===== src/rtl/spi_m.sv =====
// SPI master: mode 0, MSB first, active-low chip select, SCK divided from sclk.
// Ports: tx_data/tx_last/tx_valid/tx_ready word source (tx_last closes a burst);
//        rx_data/rx_valid captured word; busy; spi_sck/spi_cs_n/spi_mosi/spi_miso pins.
module spi_m #(
  parameter int WIDTH    = 8,
  parameter int HALF_DIV = 2,
  parameter int CS_SETUP = 2,
  parameter int CS_HOLD  = 2,
  parameter int CS_IDLE  = 2
) (
  input  logic             sclk,
  input  logic             rst_n,
  input  logic [WIDTH-1:0] tx_data,
  input  logic             tx_last,
  input  logic             tx_valid,
  output logic             tx_ready,
  output logic [WIDTH-1:0] rx_data,
  output logic             rx_valid,
  output logic             busy,
  output logic             spi_sck,
  output logic             spi_cs_n,
  output logic             spi_mosi,
  input  logic             spi_miso
);

  localparam int BW = $clog2(WIDTH + 1);
  localparam int HW = $clog2(HALF_DIV + 1);
  localparam int CMAX =
    (CS_SETUP > CS_HOLD) ?
      ((CS_SETUP > CS_IDLE) ? CS_SETUP : CS_IDLE) :
      ((CS_HOLD > CS_IDLE) ? CS_HOLD : CS_IDLE);
  localparam int CW = $clog2(CMAX + 1);

  localparam logic [BW-1:0] BIT_END   = BW'(WIDTH);
  localparam logic [HW-1:0] HALF_END  = HW'(HALF_DIV - 1);
  localparam logic [CW-1:0] SETUP_END = CW'(CS_SETUP - 1);
  localparam logic [CW-1:0] HOLD_END  = CW'(CS_HOLD - 1);
  localparam logic [CW-1:0] IDLE_END  = CW'(CS_IDLE - 1);

  typedef enum logic [2:0] {
    IDLE,
    SETUP,
    XFER,
    KEEP,
    HOLD,
    GAP
  } state_t;

  state_t           state_q, state_d;
  logic [HW-1:0]    hcnt_q, hcnt_d;
  logic [BW-1:0]    bcnt_q, bcnt_d;
  logic [CW-1:0]    ccnt_q, ccnt_d;
  logic [WIDTH-1:0] tx_sh_q, tx_sh_d;
  logic [WIDTH-1:0] rx_sh_q, rx_sh_d;
  logic             last_q, last_d;

  logic             tx_ready_d;
  logic [WIDTH-1:0] rx_data_d;
  logic             rx_valid_d;
  logic             busy_d;
  logic             sck_d;
  logic             cs_n_d;
  logic             mosi_d;
  logic             accept;

  always_ff @(posedge sclk or negedge rst_n) begin
    if (!rst_n) begin
      state_q  <= IDLE;
      hcnt_q   <= '0;
      bcnt_q   <= '0;
      ccnt_q   <= '0;
      tx_sh_q  <= '0;
      rx_sh_q  <= '0;
      last_q   <= 1'b0;
      tx_ready <= 1'b1;
      rx_data  <= '0;
      rx_valid <= 1'b0;
      busy     <= 1'b0;
      spi_sck  <= 1'b0;
      spi_cs_n <= 1'b1;
      spi_mosi <= 1'b0;
    end else begin
      state_q  <= state_d;
      hcnt_q   <= hcnt_d;
      bcnt_q   <= bcnt_d;
      ccnt_q   <= ccnt_d;
      tx_sh_q  <= tx_sh_d;
      rx_sh_q  <= rx_sh_d;
      last_q   <= last_d;
      tx_ready <= tx_ready_d;
      rx_data  <= rx_data_d;
      rx_valid <= rx_valid_d;
      busy     <= busy_d;
      spi_sck  <= sck_d;
      spi_cs_n <= cs_n_d;
      spi_mosi <= mosi_d;
    end
  end

  always_comb begin
    state_d    = state_q;
    hcnt_d     = hcnt_q;
    bcnt_d     = bcnt_q;
    ccnt_d     = ccnt_q;
    tx_sh_d    = tx_sh_q;
    rx_sh_d    = rx_sh_q;
    last_d     = last_q;
    rx_data_d  = rx_data;
    rx_valid_d = 1'b0;
    sck_d      = spi_sck;
    cs_n_d     = spi_cs_n;
    mosi_d     = spi_mosi;
    accept     = tx_valid && tx_ready;

    // tx_ready is only high in IDLE/KEEP, so a word load
    // is common to both entry paths into a transfer.
    if (accept) begin
      tx_sh_d = tx_data;
      last_d  = tx_last;
      rx_sh_d = '0;
      mosi_d  = tx_data[WIDTH-1];
      hcnt_d  = '0;
      bcnt_d  = '0;
      ccnt_d  = '0;
    end

    unique case (state_q)
      IDLE: begin
        if (accept) begin
          cs_n_d  = 1'b0;
          state_d = SETUP;
        end
      end
      SETUP: begin
        if (ccnt_q == SETUP_END) begin
          ccnt_d  = '0;
          hcnt_d  = '0;
          bcnt_d  = '0;
          state_d = XFER;
        end else begin
          ccnt_d = ccnt_q + CW'(1);
        end
      end
      XFER: begin
        if (hcnt_q == HALF_END) begin
          hcnt_d = '0;
          if (!spi_sck) begin
            sck_d   = 1'b1;
            rx_sh_d = {rx_sh_q[WIDTH-2:0], spi_miso};
            bcnt_d  = bcnt_q + BW'(1);
          end else begin
            sck_d = 1'b0;
            // Fall after the final rise closes the word;
            // MOSI is left holding the last bit.
            if (bcnt_q == BIT_END) begin
              rx_data_d  = rx_sh_q;
              rx_valid_d = 1'b1;
              ccnt_d     = '0;
              state_d    = last_q ? HOLD : KEEP;
            end else begin
              mosi_d  = tx_sh_q[WIDTH-2];
              tx_sh_d = {tx_sh_q[WIDTH-2:0], 1'b0};
            end
          end
        end else begin
          hcnt_d = hcnt_q + HW'(1);
        end
      end
      KEEP: begin
        if (accept) begin
          state_d = XFER;
        end
      end
      HOLD: begin
        if (ccnt_q == HOLD_END) begin
          ccnt_d  = '0;
          cs_n_d  = 1'b1;
          mosi_d  = 1'b0;
          state_d = GAP;
        end else begin
          ccnt_d = ccnt_q + CW'(1);
        end
      end
      GAP: begin
        if (ccnt_q == IDLE_END) begin
          ccnt_d  = '0;
          state_d = IDLE;
        end else begin
          ccnt_d = ccnt_q + CW'(1);
        end
      end
      default: begin
        state_d = IDLE;
      end
    endcase

    tx_ready_d = (state_d == IDLE) || (state_d == KEEP);
    busy_d     = (state_d != IDLE);
  end

endmodule


===== config.mk =====
export PLATFORM = sky130hd
export DESIGN_NAME = spi_m
export DESIGN_NICKNAME = d
export VERILOG_FILES = /design/src/rtl/spi_m.sv
export SDC_FILE = /design/constraint.sdc
export NUM_CORES = 1
export LEC_CHECK = 0
export ABC_CLOCK_PERIOD_IN_PS = 2150
export CAP_MARGIN = 5
export CORE_MARGIN = 10
export CORE_UTILIZATION = 53
export DETAILED_ROUTE_END_ITERATION = 8
export PLACE_DENSITY = 0.85
export SYNTH_ARGS = -nofsm -noshare
export SYNTH_HDL_FRONTEND = slang
export SYNTH_SLANG_ARGS = --single-unit
export TNS_END_PERCENT = 1

===== constraint.sdc =====
create_clock -name sclk -period 2.15 [get_ports sclk]
set_clock_uncertainty 0.1 [all_clocks]
set_input_delay 0.5375 -clock sclk [delete_from_list [all_inputs] [get_ports sclk]]
set_output_delay 0.5375 -clock sclk [all_outputs]
set_load 0.02 [all_outputs]

Word-level counts from Yosys, hierarchy flattened
Cells that the tools add are included.
{"block": "op_classes", "n_addsub": 3, "n_mul": 0, "n_div": 0, "magnitude_cmp": 0, "n_eq_ne": 11, "shifts": 0, "n_mux": 48, "n_bitwise": 0, "n_reduce_logical": 10}
{"op": "2-to-1 mux 8 bit", "n": 9}
{"op": "2-to-1 mux 3 bit", "n": 9}
{"op": "one-hot mux 3 bit (6 select lines)", "n": 1}
{"op": "2-to-1 mux 2 bit", "n": 8}
{"op": "2-to-1 mux 4 bit", "n": 4}
{"op": "2-to-1 mux 1 bit", "n": 12}
{"op": "== test 3 x 2 -> 1 bit, second input constant", "n": 3}
{"op": "one-hot mux 2 bit (2 select lines)", "n": 2}
{"op": "one-hot mux 4 bit (2 select lines)", "n": 1}
{"op": "== test 3 bit, second input constant", "n": 2}
{"op": "logical NOT 3 bit", "n": 2}
{"op": "adder 2 x 1 -> 2 bit, second input constant", "n": 2}
{"op": "adder 4 x 1 -> 4 bit, second input constant", "n": 1}
{"op": "== test 2 x 1 -> 1 bit, second input constant", "n": 2}
{"op": "== test 4 bit, second input constant", "n": 1}
{"op": "inequality test 2 bit, second input constant", "n": 2}
{"op": "one-hot mux 1 bit (2 select lines)", "n": 2}
{"op": "AND reduction 4 bit", "n": 1}
{"op": "== test 3 x 1 -> 1 bit, second input constant", "n": 1}
{"op": "AND reduction 3 bit", "n": 1}
{"op": "nonzero test 3 bit", "n": 1}
{"op": "OR reduction 3 bit", "n": 1}
{"op": "AND reduction 2 bit", "n": 1}
{"op": "nonzero test 2 bit", "n": 1}
{"op": "other kinds (2)", "n": 2}
{"block": "totals", "register_bits": 42, "latch_bits": 0, "ramBits": 0, "romBits": 0, "in_bits": 13, "out_inout_bits": 14, "elab_cells": 86, "n_memories": 0}

Depth between registers and ports, before layout
Gate-level depths: netlist (run 1).
{"block": "depth", "word_depth": 7, "ltp_mapped": 8, "mapped_depth_nobuf": 6}

Worst setup path after synthesis (run 1)
No wires, ideal clock.
{"block": "synth_timing", "path_kind": "flip-flop to flip-flop", "start": "register state_q[0]", "end": "register spi_mosi", "setup_ns": 0.125, "arrival_time_ns": 1.735, "slack_ns": 0.190, "path_stages_with_launch": 5, "path_cell_list": "dfrtp_1 > or3b_1 > or4b_1 > buf_2 > mux2_4"}
{"block": "synth_between", "elab_chain_len": 2, "word_cells_on_any_way": 3, "classes_between": "eq/ne (2); mux (1)"}
{"item": "start: declaration", "line_no": "49", "text": "state_t state_q, state_d;"}
{"item": "start signal: assignment", "line_no": "83", "text": "state_q <= state_d;"}
{"item": "== test 3 bit / == test 3 x 2 -> 1 bit (equally long branches)", "line_no": "127", "text": "unique case (state_q)"}
{"item": "one-hot mux 1 bit (2 select lines) (*)", "line_no": "127"}
{"item": "via mosi_d", "line_no": "63", "text": "logic mosi_d;"}
{"item": "end signal: assignment", "line_no": "96", "text": "spi_mosi <= mosi_d;"}
{"item": "end: declaration", "line_no": "22", "text": "output logic spi_mosi,"}
The timed path passes the listed nets; every way through them passes the cells marked *.
A chain may end at the register's enable or synchronous reset.

Worst setup path in the final report (run 1)
{"block": "layout_timing", "start": "register rx_data[3]", "end": "output port rx_data[3]"}
{"item": "start: declaration", "line_no": "17", "text": "output logic [WIDTH-1:0] rx_data,"}
{"item": "start signal: assignment", "line_no": "91", "text": "rx_data <= rx_data_d;"}
No word-level cell between the ends.

==> results list, run 1 <==
- Portion of the post-synthesis area used by sequential elements: approximately 57%
- Number of pins exceeding their max-slew limit in the final report: 0
- For this run the aggregate overflow at the end of global routing stands at 0.
- At the worst endpoint, the required time is 1.51 ns.
- Class of the tightest hold or removal check: input pin to async pin
* Layout fillers: between 200 and 300
- # Post-CTS Setup Buffers: 0
* Gate Count Post-Synth: around 180
- Pin count of the biggest net entering global routing: 42
* Headroom to the max-slew limit: 73.3%
- The first global-routing pass estimated about 6400 um of wire.
- Initial core utilization: 54.4%
* Highest net fanout along the worst path: 2
- Syn_nets: 197
* Share of cells above drive strength 1: 15.6%
- Delay of the slowest critical-path stage: approximately 0.6 ns
- The cell area that synthesis handed to floorplanning was 1820 um^2.
- The detail route stage leaves a number of antenna-violating nets equal to 0.
- Final Setup Violations: 0
* Combined global-route utilization of all metal layers: between 10% and 20%
* Areal power density over the cells: 1250 nW/um^2
* Transition time at the pin with the least slew margin: approximately 0.4 ns
* Total of hold buffers inserted after clock tree synthesis: 0
* Final Net Count: approximately 230
- The total area inside the core boundary comes to between 3000 and 4000 um^2.
- At the end of routability-driven placement, the weighted congestion stood at 0.869.
- Detailed placement ended at an HPWL of between 2000 and 3000 um.
- The number of clock buffers added by TritonCTS is 5.
* Top routing layer in use: met4
- Worst IR drop on VDD: approximately 0.7 mV
- Leakage power: ~0.0011 uW
- Critical path type: flop to output pin
- Summed over its instances, the top area cell type makes up 53.7% of the synthesized netlist area.
- Master of the slowest instance on the critical path: sky130_fd_sc_hd__clkdlybuf4s50_1
- Endpoint of the worst register-to-register path: tx_sh_q[2]
- The floorplan has 21 rows.
* Io pins: 27
- For this block, the routed nets add up to about 3700 um of wire.
- Kind of launch point of the worst setup path: flop
- The die covers just over 6000 um^2.
- The die is about 79 um tall.
* Number of max-capacitance violations reported: 0
* Setup slack, reg-to-reg: around 0.15 ns
- After layout, the minimum clock period comes to roughly 2.0 ns.
* Number of endpoints with negative hold slack in the final report: 0
- The clock passes through at most 2 buffers.
- Die Width: 78.5 um
- The number of global-route vias before repair came to about 1400.
- Number of levels in the clock H-tree: 2
- Clock tree from TritonCTS: built
* Utilization of the core after routing: between 60% and 70%
* Total DRC errors in the routed layout: 0
- Synthesis instantiated 35 different standard cells from the library.
- The multi-input combinational cells in the finished layout cover a total of around 710 um^2.
- Final period util: 92.8%
* Library cell with the largest summed area after synthesis: sky130_fd_sc_hd__dfrtp_1
* Synthesized area per cell: 9.98 um^2
- Final-layout setup total negative slack: 0 ns
* Worst-Skew Late Latency: 0.36 ns
- Number of optimization iterations in the first detailed-route pass: 4
- Number of gates given a new drive strength after cts: 3
* Critical path cell sequence: clkdlybuf4s50_1
* Max Clk Rate: about 500 MHz
* Startpoint of the most critical register-to-register path: state_q[0]
- Largest delay share family, worst path: buffers and inverters
- Detailed route wirelength on metal2: ~1800 um
- Top cells by area in the synthesized netlist: sky130_fd_sc_hd__dfrtp_1 54%, sky130_fd_sc_hd__nand2_1 8.1%, sky130_fd_sc_hd__mux2_2 5.0%, sky130_fd_sc_hd__nand3_1 4.1%, sky130_fd_sc_hd__dfstp_2 2.9%
* Buffering stage count on the worst path with inverters included: 1
* Register bit count reported by yosys: 41
* DR vias: approximately 1400
- Routed length per instance: ~14 um
- Clk sinks: 41
* Commonest cells after routing, fill and taps aside: 39 x sky130_fd_sc_hd__nand2_1, 39 x sky130_fd_sc_hd__dfrtp_1, 22 x sky130_fd_sc_hd__clkdlybuf4s50_1
- The run finished with clean final reports.
- The worst setup path is captured at an output pin.
* First DRT Iteration DRCs: 90
- Counting cells, the worst reg-to-reg path comes to 5.
* WL met3: around 230 um
- Synth warnings: 0
- Clock transition at path regs: approximately 0.13 ns
- The count of buffers added on input and output ports is 26.
* Sequential standard cell area: a little over 1000 um^2
- Arrival @ worst endpoint: roughly 1.4 ns
* Antenna violations before repair: 0
- In the final routing, the length of wire on met1 measures about 1600 um.
- N_diodes: 0
- Via-to-Cell Ratio: ~5.4
- CTS Root Buffer Type: sky130_fd_sc_hd__clkbuf_4
- Area growth from synthesis to layout: 24.4%
- Setup repair after global routing left no endpoint under its margin.
==> registers in the layout (all words and copies together) (netlist names) <==
register / count
hcnt_q: 2
bcnt_q: 4
last_q: 1
state_q: 3
rx_data: 8
rx_valid: 1
spi_sck: 1
spi_mosi: 1
tx_sh_q: 7
rx_sh_q: 8
ccnt_q: 2
busy: 1
spi_cs_n: 1
tx_ready: 1
==> final cells by class <==
cell class / instances / share of cell area, %
clock inverter: 3 / 2.05
multi-input combinational: 126 / 31.6
clock buffer: 5 / 1.66
timing repair buffer: 39 / 16.0
tap: 46 / 2.55
inverter: 4 / 0.664
sequential: 41 / 45.5
==> logic make-up (layout without fill, tap and decap cells) <==
| kind of cell | Yosys count | in the layout | share of synthesized area [%] |
|---|---|---|---|
| simple gates | 82 | 82 | 20.7 |
| flops | 41 | 41 | 56.6 |
| buf+inv | 15 | 51 | 4.06 |
| fa+ha+maj | 2 | 2 | 1.38 |
| mux | 11 | 11 | 6.89 |
| compound gates | 31 | 31 | 10.4 |
==> worst max path at each step <==
stage	startpoint	to	slack [ns]	cells after the start
floorplan	state_q[0]	spi_mosi	0.19	4
global placement	tx_valid	spi_mosi	0.17	5
detailed placement	tx_valid	spi_mosi	0.13	5
CTS	rx_data[2]	rx_data[2]	0.13	1
global route	bcnt_q[0]	tx_sh_q[2]	0.007	7
finish	rx_data[3]	rx_data[3]	0.15	1
==> routing by layer <==
layer	up-vias	global-route usage, %
li1	695	-
met1	683	15.1
met2	31	19.7
met3	7	4.78
met4	0	6.99
met5	-	0
==> synthesized netlist by cell type <==
cell	count
sky130_fd_sc_hd__a32oi_1	1
sky130_fd_sc_hd__buf_2	2
sky130_fd_sc_hd__nand4b_1	1
sky130_fd_sc_hd__o21ai_0	9
sky130_fd_sc_hd__a21boi_0	1
sky130_fd_sc_hd__and2_1	1
sky130_fd_sc_hd__ha_1	2
sky130_fd_sc_hd__dfstp_2	2
sky130_fd_sc_hd__or3b_1	1
sky130_fd_sc_hd__a22oi_1	2
sky130_fd_sc_hd__nand2_1	39
sky130_fd_sc_hd__o21a_1	1
sky130_fd_sc_hd__nor3b_1	1
sky130_fd_sc_hd__mux2_4	1
sky130_fd_sc_hd__clkbuf_1	6
sky130_fd_sc_hd__nor3_1	2
sky130_fd_sc_hd__nor3_2	1
sky130_fd_sc_hd__nand2b_1	2
sky130_fd_sc_hd__inv_1	4
sky130_fd_sc_hd__o31ai_1	1
sky130_fd_sc_hd__buf_4	2
sky130_fd_sc_hd__a211oi_1	1
sky130_fd_sc_hd__a21o_1	2
sky130_fd_sc_hd__a31oi_1	8
sky130_fd_sc_hd__mux2i_1	2
sky130_fd_sc_hd__a21oi_1	5
sky130_fd_sc_hd__nor2b_1	2
sky130_fd_sc_hd__nor2_1	14
sky130_fd_sc_hd__mux2_2	8
sky130_fd_sc_hd__or4b_1	1
sky130_fd_sc_hd__nand3_1	15
sky130_fd_sc_hd__dfrtp_1	39
sky130_fd_sc_hd__or3_1	1
sky130_fd_sc_hd__buf_6	1
sky130_fd_sc_hd__and3b_1	1
==> where the power goes <==
group	switching, uW	internal, uW	total [uW]
Sequential	184	1040	1220
Combinational	591	493	1080
Clock	270	246	516
==> worst reg2reg max path, stage by stage (launching register included) <==
cell,delay [ns]
sky130_fd_sc_hd__dfrtp_1,0.41
sky130_fd_sc_hd__or3b_1,0.42
sky130_fd_sc_hd__or4b_1,0.59
sky130_fd_sc_hd__buf_4,0.21
sky130_fd_sc_hd__nor2_1,0.10
sky130_fd_sc_hd__a31oi_1,0.05
==> per-stage QoR <==
stage / total power [uW] / setup slack [ns] / area (um^2) / std cells / hold slack (ns)
after floorplan: 1940 / 0.190 / 1820 / 182 / 0.142
after global placement: 2290 / 0.166 / 2180 / 256 / 0.372
after detailed placement: 2330 / 0.126 / 2180 / 256 / 0.373
after CTS: 2840 / 0.131 / 2260 / 264 / 0.0178
after global routing: 3040 / 0.00723 / 2260 / 264 / 0.0170
final: 2820 / 0.155 / 2260 / 264 / 0.0236
Power figures use the tool's default switching activity.
==> run 2, diff against run 1 <==
--- a/config.mk
+++ b/config.mk
@@ -10,6 +10,7 @@
 export CORE_MARGIN = 10
 export CORE_UTILIZATION = 53
 export DETAILED_ROUTE_END_ITERATION = 8
+export GPL_TIMING_DRIVEN = 0
 export PLACE_DENSITY = 0.85
 export SYNTH_ARGS = -nofsm -noshare
 export SYNTH_HDL_FRONTEND = slang
==> results list, run 2 (same netlist as run 1, synthesis figures left out) <==
- The flow ran to the end, and the final reports show no timing, DRC or antenna violations.
- During I/O placement, the number of pins put on the boundary was 27.
- The first global-routing pass estimated ~6200 um of wire.
- For this run the aggregate overflow at the end of global routing stands at 0.
- On the worst path, the slowest cell contributes a delay of between 0.5 and 0.6 ns.
- The worst setup path is launched from a flop.
* Clk sinks: ~40
* Layout fillers: between 200 and 300
- Setup repair after global routing missed its margin: true
* Clock transition at path regs: around 0.12 ns
* Core box area: about 3300 um^2
- STA puts the critical path data required time at 2.31 ns.
- For this design, the slowest cell found on the critical path is sky130_fd_sc_hd__or4b_4.
- Leakage power: between 0.001 and 0.0015 uW
- The number of placed instances, taps included, is ~250.
- TritonCTS built the clock tree.
- Number of optimization iterations in the first detailed-route pass: 4
- The repair_antennas step left the layout with diodes totalling 0.
* CTS Root Buffer Type: sky130_fd_sc_hd__clkbuf_4
- Worst path most repeated cell: sky130_fd_sc_hd__buf_4
- The die is around 80 um wide.
- Minimum clock period after layout: about 2 ns
- Static timing analysis puts the maximum clock frequency at about 500 MHz.
- After the flow finishes, the layout carries non-filler instances totaling approximately 260.
* Final Net Count: between 200 and 250
- Counting both buffers and inverters, the worst setup path holds a total of 2.
- Final Setup Violations: 0
* Pin count of the biggest net entering global routing: 42
- Routed wire length: 3570 um
* Number of pins exceeding their max-slew limit in the final report: 0
- Kind of capture point of the worst setup path: flop
- Maximum number of buffers from clock root to sink: 2
- First DRT Iteration DRCs: 98
* Headroom to the max-slew limit: 41.0%
* Class of the tightest hold or removal check: input pin to async pin
- Via count of the first global-routing pass: between 1000 and 1500
* Arrival @ worst endpoint: between 2 and 2.5 ns
* Critical path type: flop to flop
- The die is 78.5 um tall.
* HPWL after detailed placement: 2550 um
* Worst IR drop on VDD: between 0.6 and 0.7 mV
* Count of nets left with antenna violations after detail routing: 0
- Total of hold buffers inserted after clock tree synthesis: 0
* Number of port buffers: 26
* Worst-Skew Late Latency: approximately 0.36 ns
- Number of max-capacitance violations reported: 0
- The number of hold violations in the final report is 0.
- Antenna violations before repair: 0
- Across all hold checks on the routed design, the worst slack comes to around 0.19 ns.
- From synthesis to final layout, the design area changed by 24.2%.
* DR vias: roughly 1400
- Highest net fanout along the worst path: 9
- Last weighted congestion value of the routability-driven placer: slightly above 0.8
* Number of levels in the clock H-tree: 2
- The library cells used most frequently in the layout, excluding fill and tap cells, are 39 x sky130_fd_sc_hd__nand2_1, 38 x sky130_fd_sc_hd__dfrtp_1, 22 x sky130_fd_sc_hd__clkdlybuf4s50_1.
* Via-to-Cell Ratio: around 5.1
- The final critical path takes up between 90% and 100% of the cycle.
- Routed length per instance: about 14 um
- For the pin with the worst max-slew slack, the measured transition is around 0.88 ns.
- The largest registers in the layout are rx_data x8, rx_sh_q x8, tx_sh_q x7.
- In this run, CTS created clock tree buffers numbering 5.
- The initial utilization of the core area, before any placement, comes to a little over half.
- The critical path goes through buf_4 > or3b_4 > or4b_4 > buf_4 > mux2_4.
- The die covers between 6000 and 7000 um^2.
- Most common library cell in the layout ignoring fill and taps: sky130_fd_sc_hd__nand2_1
- Share of cells above drive strength 1: 15.1%
- After detailed routing, the number of remaining DRC violations is 0.
* Areal power density over the cells: ~1300 nW/um^2
- Combined global-route utilization of all metal layers: between 10 and 15%
- Broken down by cell family, the worst path's largest delay share belongs to simple AND/OR/NAND/NOR gates.
- The floorplan has 21 rows.
## run 2: changes by cell type in the layout (fill, tap and decap cells not counted), sizes merged
cell          change
clkinv            -1
dlymetal6s2s      +1
dlygate4sd2       -1
clkbuf            +7
buf               -6
## run 2: timing repair
item	4_1_cts	5_1_grt
resized for setup	3	9
buffers inserted	0	2
endpoints found under the setup margin	7	20
pin swaps	0	0
## run 2: cell type report
type | count | area, um^2 | area share [%]
Buffer | 11 | 66.3 | 2.94
Clock buffer | 6 | 51.3 | 2.27
Clock inverter | 2 | 37.5 | 1.66
Inverter | 4 | 15.0 | 0.665
Multi-Input combinational cell | 126 | 729 | 32.3
Sequential cell | 41 | 1030 | 45.6
Tap cell | 46 | 57.6 | 2.55
Timing Repair Buffer | 28 | 270 | 12.0
## run 2: layer usage
layer  GRT usage (%)  up-vias  share of wire, %
met5               0        -                 0
met4            4.66        0               1.3
met3            6.15        7               5.6
met2            19.0       23                46
met1            14.5      626                47
li1                -      698                 -
## run 2: worst register-to-register path: cells and delay by family (launching register included)
family | cells | cell delay, ns
AND/OR/NAND/NOR | 2 | 0.92
flip-flops | 1 | 0.34
buffers and inverters | 2 | 0.31
multiplexers | 1 | 0.29
## run 2: power breakdown
part / internal [uW] / switching, uW
Sequential: 1040 / 186
Clock: 276 / 253
Combinational: 514 / 608
## run 2: path summary, 6_finish.rpt
kind                            cells after the start  slack (ns)       start    endpoint
worst min register to register                      2        0.40      last_q  state_q[2]
worst max-delay path                                5         0.1  state_q[1]    spi_mosi
min in group sclk                                   2        0.40      last_q  state_q[2]
worst min-delay path                                1        0.19       rst_n    spi_mosi
max in group asynchronous                           1        1.16       rst_n  state_q[0]
worst max register to register                      5         0.1  state_q[1]    spi_mosi
## run 2: stage by stage
step	setup TNS [ns]	utilization [%]	cell area [um^2]	setup WS, ns	total power (uW)
2_1_floorplan	0	-	1820	0.190	1940
3_3_place_gp	-21.71	64.0	2130	-0.537	2260
3_5_place_dp	-0.492	63.8	2130	-0.125	2300
4_1_cts	0	66.6	2220	0.0345	2840
5_1_grt	-0.0124	67.6	2260	-0.00852	3110
6_report	0	67.6	2260	0.0982	2880
==> run 3, diff against run 2 <==
--- a/config.mk
+++ b/config.mk
@@ -12,6 +12,7 @@
 export DETAILED_ROUTE_END_ITERATION = 8
 export GPL_TIMING_DRIVEN = 0
 export PLACE_DENSITY = 0.85
+export SKIP_CTS_REPAIR_TIMING = 1
 export SYNTH_ARGS = -nofsm -noshare
 export SYNTH_HDL_FRONTEND = slang
 export SYNTH_SLANG_ARGS = --single-unit
==> results list, run 3 (same netlist as run 1, synthesis figures left out) <==
- Across all setup checks in the final design, the least slack found is between 0.07 and 0.08 ns.
- Placed cells: 254
- The first global-routing pass estimated just over 6000 um of wire.
- TritonCTS built the clock tree.
* Number of optimization iterations in the first detailed-route pass: 4
* Leakage power: 0.00108 uW
- Die Width: about 80 um
* Antenna violations before repair: 0
- The floorplan step defined a core boundary enclosing around 3300 um^2.
* Initial core utilization: between 50 and 60%
* Final period util: approximately 97%
- At the placement stage, the worst setup path has a slack of -0.125 ns.
* Endpoint of the worst register-to-register path: spi_mosi
- HPWL after detailed placement: about 2600 um
* Arrival @ worst endpoint: between 2 and 2.5 ns
* Most common library cell in the layout ignoring fill and taps: sky130_fd_sc_hd__nand2_1
* Clock transition at path regs: around 0.12 ns
* Share of cells above drive strength 1: between 10% and 20%
- Area growth from synthesis to layout: 23.5%
- Worst endpoint required time: between 2 and 2.5 ns
- Setup repair after global routing missed its margin: true
- The repair_antennas step left the layout with diodes totalling 0.
- The critical path goes through or3b_1 > or4b_4 > buf_4 > mux2_4.
- Number of max-capacitance violations reported: 0
- Startpoint of the most critical register-to-register path: state_q[0]
- Critical path type: flop to flop
* Minimum clock period after layout: about 2.1 ns
- The floorplan has 21 rows.
* Clk sinks: 41
- Final Non-Filler Cells: between 200 and 300
* Master of the slowest instance on the critical path: sky130_fd_sc_hd__or4b_4
- Via-to-Cell Ratio: slightly above 5
- The largest single stage delay on the critical path is about 0.55 ns.
* First DRT Iteration DRCs: 91
* Result of the run: complete, no violations
- The number of hold violations in the final report is 0.
- In this run the worst hold path is classified as input pin to async pin.
* Routed wire length: roughly 3600 um
- The final route contains ~1400 vias.
* Final Setup Violations: 0
- In the final layout, the registers with the most flip-flops are rx_data x8, rx_sh_q x8, tx_sh_q x7.
* Launching instance or port of the critical path: state_q[0]
* Total DRC errors in the routed layout: 0
- Worst IR drop on VDD: ~0.61 mV
* Commonest cells after routing, fill and taps aside: 39 x sky130_fd_sc_hd__nand2_1, 38 x sky130_fd_sc_hd__dfrtp_1, 22 x sky130_fd_sc_hd__clkdlybuf4s50_1
* Number of port buffers: 26
* Setup slack, reg-to-reg: roughly 0.070 ns
- Maximum number of buffers from clock root to sink: 2
* Number of levels in the clock H-tree: 2
- The worst setup path is captured at a flop.
- Buffers inserted during clock tree synthesis total 5.
* Combined global-route utilization of all metal layers: about an eighth
* Io pins: 27
* Die outline area: slightly above 6000 um^2
- Headroom to the max-slew limit: slightly above 40%
- Cells fill between 60 and 70% of the core in the end.
- Entering global routing, the biggest net connects 42 pins.
- GR Overflow Total: 0
- Routability-driven placement finished with a final weighted congestion of roughly 0.81.
* Count of nets left with antenna violations after detail routing: 0
- Highest net fanout along the worst path: 8
- Height of the die: about 79 um
* CTS Root Buffer Type: sky130_fd_sc_hd__clkbuf_4
- After detailed routing, the average wire length per cell comes to between 10 and 15 um.
- For the worst-skew pair, the clock arrives at the later sink with an insertion delay of between 0.3 and 0.4 ns.
* Final Net Count: 230
* Number of pins exceeding their max-slew limit in the final report: 0
- Transition time at the pin with the least slew margin: just under 0.9 ns
* Areal power density over the cells: between 1000 and 1500 nW/um^2
- Worst r2r path cells: 4
* Via count of the first global-routing pass: around 1400
- In the final timing run, aggregate negative setup slack is 0 ns.
- Max Clk Rate: slightly below 500 MHz
* Kind of launch point of the worst setup path: flop
- Worst Hold Slack: 0.190 ns
[run 3: per-stage QoR]
step                instance area, um^2  power, uW
finish                             2240       2830
detailed placement                 2130       2300
floorplan                          1820       1940
global placement                   2130       2260
CTS                                2220       2840
global route                       2240       3060
[run 3: area by class of cell]
class | count | area, um^2
repair buffers | 26 | 263
fillers | 279 | 1090
clock buffers | 6 | 51.3
flip-flops and latches | 41 | 1030
plain buffers | 11 | 65.1
clock inverters | 2 | 37.5
inverters | 4 | 15.0
well taps | 46 | 57.6
multi-input cells | 126 | 724
[run 3: worst max-delay path by stage]
stage	to	slack, ns
detailed placement	bcnt_q[2]	-0.12
global route	bcnt_q[3]	-0.04
global placement	rx_data[0]	-0.54
floorplan	spi_mosi	0.19
finish	spi_mosi	0.07
CTS	spi_cs_n	-0.03
[run 3: per-layer routing]
layer	vias to the layer above	track usage [%]	wire length, um
met3	7	6.15	199
met4	0	4.66	51
li1	692	-	-
met5	-	0	0
met1	632	14.5	1710
met2	30	19.0	1600
[run 3: worst max-delay path, delay by kind of cell, from the launching register on]
kind | cells | cell delay [ns]
buf+inv | 1 | 0.17
simple gates | 2 | 0.96
flops | 1 | 0.47
mux | 1 | 0.29
[run 3: report_power, final]
part | switching, uW | internal [uW]
sequential | 192 | 1040
clock | 251 | 276
combinational | 592 | 479
total | 1040 | 1800
